## config.mk

```make
export PLATFORM = sky130hd
export DESIGN_NAME = stream_downsizer
export DESIGN_NICKNAME = d
export VERILOG_FILES = /design/src/rtl/stream_downsizer.sv
export SDC_FILE = /design/constraint.sdc
export NUM_CORES = 1
export LEC_CHECK = 0
export CAP_MARGIN = 15
export CORE_MARGIN = 8
export CORE_UTILIZATION = 52
export CTS_CLUSTER_DIAMETER = 40
export DETAILED_ROUTE_END_ITERATION = 8
export MAX_ROUTING_LAYER = met4
export PLACE_DENSITY = 0.87
export SYNTH_ARGS = -nofsm -noshare
export SYNTH_HDL_FRONTEND = slang
export SYNTH_SLANG_ARGS = --single-unit
```

## constraint.sdc

```tcl
create_clock -name clk -period 2.9 [get_ports clk]
set_input_delay 0.58 -clock clk [delete_from_list [all_inputs] [get_ports clk]]
set_output_delay 0.58 -clock clk [all_outputs]
set_load 0.02 [all_outputs]
```

## src/rtl/stream_downsizer.sv

```systemverilog
// Valid/ready width reducer: each WIDTH-bit word leaves as RATIO slices, least-significant slice first.
// Optional per-slice keep mask is enabled with STREAM_DOWNSIZER_KEEP_EN.
module stream_downsizer #(
  parameter int WIDTH = 32,
  parameter int RATIO = 4
) (
  input  logic                   clk,
  input  logic                   rst_n,
  input  logic                   i_vld,
  output logic                   o_rdy,
  input  logic [WIDTH-1:0]       i_data,
  input  logic                   i_last,
`ifdef STREAM_DOWNSIZER_KEEP_EN
  input  logic [RATIO-1:0]       i_keep,
`endif
  output logic                   o_vld,
  input  logic                   i_rdy,
  output logic [WIDTH/RATIO-1:0] o_data,
  output logic                   o_last
);

  localparam int SW = WIDTH / RATIO;
  localparam int IW = $clog2(RATIO);

  typedef enum logic {IDLE, BUSY} state_e;

  state_e           state_q, state_d;
  logic [WIDTH-1:0] sh_q, sh_d;
  logic [IW-1:0]    idx_q, idx_d;
  logic             lf_q, lf_d;

  logic [WIDTH-1:0] sh_adv, sh_load;
  logic [IW-1:0]    idx_adv, idx_load, fin_idx;
  logic             busy, is_final, accept, xfer, load_busy;

`ifdef STREAM_DOWNSIZER_KEEP_EN
  logic [RATIO-1:0] keep_q, keep_d;

  // Skipped slices are jumped over by shifting several slices at once.
  always_comb begin
    fin_idx  = '0;
    idx_adv  = idx_q;
    idx_load = '0;
    for (int k = 0; k < RATIO; k++) begin
      if (keep_q[k]) fin_idx = IW'(k);
    end
    for (int k = RATIO - 1; k >= 0; k--) begin
      if (keep_q[k] && k > int'(idx_q)) idx_adv = IW'(k);
      if (i_keep[k]) idx_load = IW'(k);
    end
    sh_adv    = sh_q >> (SW * (int'(idx_adv) - int'(idx_q)));
    sh_load   = i_data >> (SW * int'(idx_load));
    load_busy = |i_keep;
  end
`else
  assign fin_idx   = IW'(RATIO - 1);
  assign idx_adv   = idx_q + 1'b1;
  assign idx_load  = '0;
  assign sh_adv    = sh_q >> SW;
  assign sh_load   = i_data;
  assign load_busy = 1'b1;
`endif

  assign busy     = (state_q == BUSY);
  assign is_final = (idx_q == fin_idx);
  assign o_vld    = busy;
  assign o_data   = sh_q[SW-1:0];
  assign o_last   = busy && lf_q && is_final;
  assign o_rdy    = !busy || (i_rdy && is_final);
  assign accept   = i_vld && o_rdy;
  assign xfer     = o_vld && i_rdy;

  always_comb begin
    state_d = state_q;
    sh_d    = sh_q;
    idx_d   = idx_q;
    lf_d    = lf_q;
`ifdef STREAM_DOWNSIZER_KEEP_EN
    keep_d  = keep_q;
`endif
    if (xfer) begin
      if (is_final) begin
        state_d = IDLE;
      end else begin
        sh_d  = sh_adv;
        idx_d = idx_adv;
      end
    end
    // A new word overrides the final-slice retirement in the same cycle.
    if (accept) begin
      sh_d    = sh_load;
      idx_d   = idx_load;
      lf_d    = i_last;
      state_d = load_busy ? BUSY : IDLE;
`ifdef STREAM_DOWNSIZER_KEEP_EN
      keep_d  = i_keep;
`endif
    end
  end

  always_ff @(posedge clk or negedge rst_n) begin
    if (!rst_n) begin
      state_q <= IDLE;
      sh_q    <= '0;
      idx_q   <= '0;
      lf_q    <= 1'b0;
`ifdef STREAM_DOWNSIZER_KEEP_EN
      keep_q  <= '0;
`endif
    end else begin
      state_q <= state_d;
      sh_q    <= sh_d;
      idx_q   <= idx_d;
      lf_q    <= lf_d;
`ifdef STREAM_DOWNSIZER_KEEP_EN
      keep_q  <= keep_d;
`endif
    end
  end

endmodule

```

==> impl_metrics.yaml <==
outcome:
  status: "finished clean"
clock_tree:
  h-tree-depth: 2
  cts-hold-fix-buffers: 0
  cts_tree: "yes"
  clock_latency_ns: 0.34
  cts.sinks: 36
  cts_buffers: 5
  cts_resized: 0
  cts_root_buf: "clkbuf_4"
  clk_pin_slew_ns: 0.10
  cts_setup_buffers: 0
  clk_path_buf_depth: 2
yosys:
  ys_ff_latch: 36
  synthCells: 180
  yosysTopAreaCell: "dfrtp_1"
  synth_cell_types: 27
  yosysTopAreaCellShare: 0.477
  synth_nets: 218
  yosysSeqAreaShare: 0.477
  synthFlopType: "dfrtp_1"
  ys_top_cells_by_area: "dfrtp_1 48%, a22o_1 14%, a221o_1 11%"
  netlist_area_mm2: 0.00189
  syn_area_per_cell_um2: 10.5
  synth_async_sr_flop_share: 1.00
  synth-edff-count: 0
  ys_warn_count: 0
drt:
  ant_nets: 0
  drt_iter0_markers: 160
  vias: 1559
  wl_per_cell_um: 16.8
  avgViaCountPerCell: 5.84
  drc: 0
  dr.pass1.iters: 4
  finalWirelength_um: 4500
grt:
  grt_pass1_wl_um: 8270
  met3_usage: 0.0542
  gr-usage-met1: 0.220
  track_usage: 0.176
  grt_max_degree: 37
  grt_pass1_vias: 1719
  grt.overflow.total: 0
  gr-max-usage-layer: "met2"
  antenna_found_initial: 0
  grt_use_met2: 0.262
sta:
  fmax_ghz: 0.408
  fin_tns_setup_ns: 0
  report.final.hold_viol_count: 0
  period_minus_slack_ns: 2.45
  setup_viol: 0
  rsz0062_at_grt: "false"
  post-route-period-util: 0.846
  relSlewSlack: 0.464
  worst_pin_slew_ns: 0.804
  clock_skew_ns: 0.00414
  report.final.slew_viol_count: 0
layout:
  final_util: 0.664
  nFillCells: 309
  multi_input_area_um2: 808
  antennaDiodeCount: 0
  drive_gt1_frac: 0.100
  areaGrowthSynthToFinish_pct: 25.7
  final_cell_area_mm2: 0.00238
  instances_no_fill: 267
  final_common_cell: "clkdlybuf4s50_1"
  regArea_um2: 901
  layout_common_cells: "46 x clkdlybuf4s50_1, 36 x dfrtp_1, 31 x a22o_1"
  fin_nets: 256
setup_path:
  path_cells: "ha_1, and3_1, clkdlybuf4s50_1"
  critPathSlowestCell: "clkdlybuf4s50_1"
  crit_type: "flip-flop to output pin"
  critPathCaptureType: "output pin"
  path_buf_inv: 1
  start_kind: "flip-flop"
  cp_max_fo: 5
  cp_data_arrival_time_ns: 1.87
  crit_path_max_incr_delay_ns: 0.61
  path_delay_family: "buffers and inverters"
  cp.required_ns: 2.32
placed_design:
  place_area_mm2: 0.00232
  port_buffers: 47
  placed_cells: 259
  hpwlAfterDp_um: 3180
  gp_congestion: 0.822
floorplanning:
  rows: 22
  die_w_um: 76.3
  die-area_mm2: 0.00582
  ios: 48
  core_area_mm2: 0.00358
  die_h_um: 76.3
  initial_utilization: 0.528
job:
  maxCapViolations: 0
pwr:
  power.leakage_nw: 1.08
  peakVddDrop_mv: 0.498
  p_per_area_mw_per_mm2: 822
worst_hold_path:
  hp-class: "input pin to asynchronous set/reset pin"
flip-flops by register name, summed over array words and instances, names as in the netlist:
signal  cells
sh_q       32
o_vld       1
lf_q        1
idx_q       2
where the power goes:
| group | internal, mW | switching (mW) |
|---|---|---|
| registers | 0.689 | 0.153 |
| clock network | 0.120 | 0.163 |
| logic | 0.451 | 0.378 |
cells in the mapped netlist, types with 2 or more instances:
| master | instances |
|---|---|
| a221o_1 | 21 |
| a222oi_1 | 3 |
| a22o_1 | 31 |
| buf_1 | 2 |
| buf_2 | 4 |
| buf_4 | 8 |
| buf_6 | 4 |
| clkbuf_1 | 5 |
| dfrtp_1 | 36 |
| inv_1 | 7 |
| nand2_1 | 21 |
| nor2_1 | 21 |
| o22ai_1 | 3 |
worst paths after layout:
kind	startpoint	endpoint	slack, ns	depth (start not counted)
worst min register to register	sh_q[24]	sh_q[24]	0.51	1
worst min-delay path	rst_n	sh_q[4]	0.31	1
max in group asynchronous	rst_n	sh_q[0]	2.08	1
worst max-delay path	idx_q[0]	o_last	0.45	3
worst max register to register	idx_q[0]	sh_q[29]	1.04	6
min in group clk	sh_q[24]	sh_q[24]	0.51	1
stage by stage:
step,power [mW],worst slack [ns],hold slack (ns)
detailed placement,1.69,0.463,0.491
global placement,1.64,0.459,0.484
floorplan,1.45,0.973,0.284
global route,2.10,0.366,0.366
CTS,1.97,0.430,0.331
finish,1.95,0.447,0.306
kinds of logic after synthesis:
kind of cell / count (synthesis) / share of synthesized area
AOI/OAI and AO/OA: 61 / 0.296
and+or+nand+nor: 49 / 0.113
DFF: 36 / 0.477
buffers and inverters: 31 / 0.0960
muxes: 2 / 0.0113
adders and majority gates: 1 / 0.00662
cell type report:
cell class | count | share of cell area
multi-input combinational | 113 | 0.340
tap | 48 | 0.0253
timing repair buffer | 54 | 0.218
sequential | 36 | 0.379
clock buffer | 8 | 0.0247
inverter | 8 | 0.0126
layer usage:
metal  share of wire  wire (µm)  up-vias
met4           0.018         82        0
met1            0.45       2020      754
met3           0.056        250        8
met2            0.48       2140       54
li1                -          -      743
met5               0          0        -
Note: power is estimated with default switching activity, not from simulation.
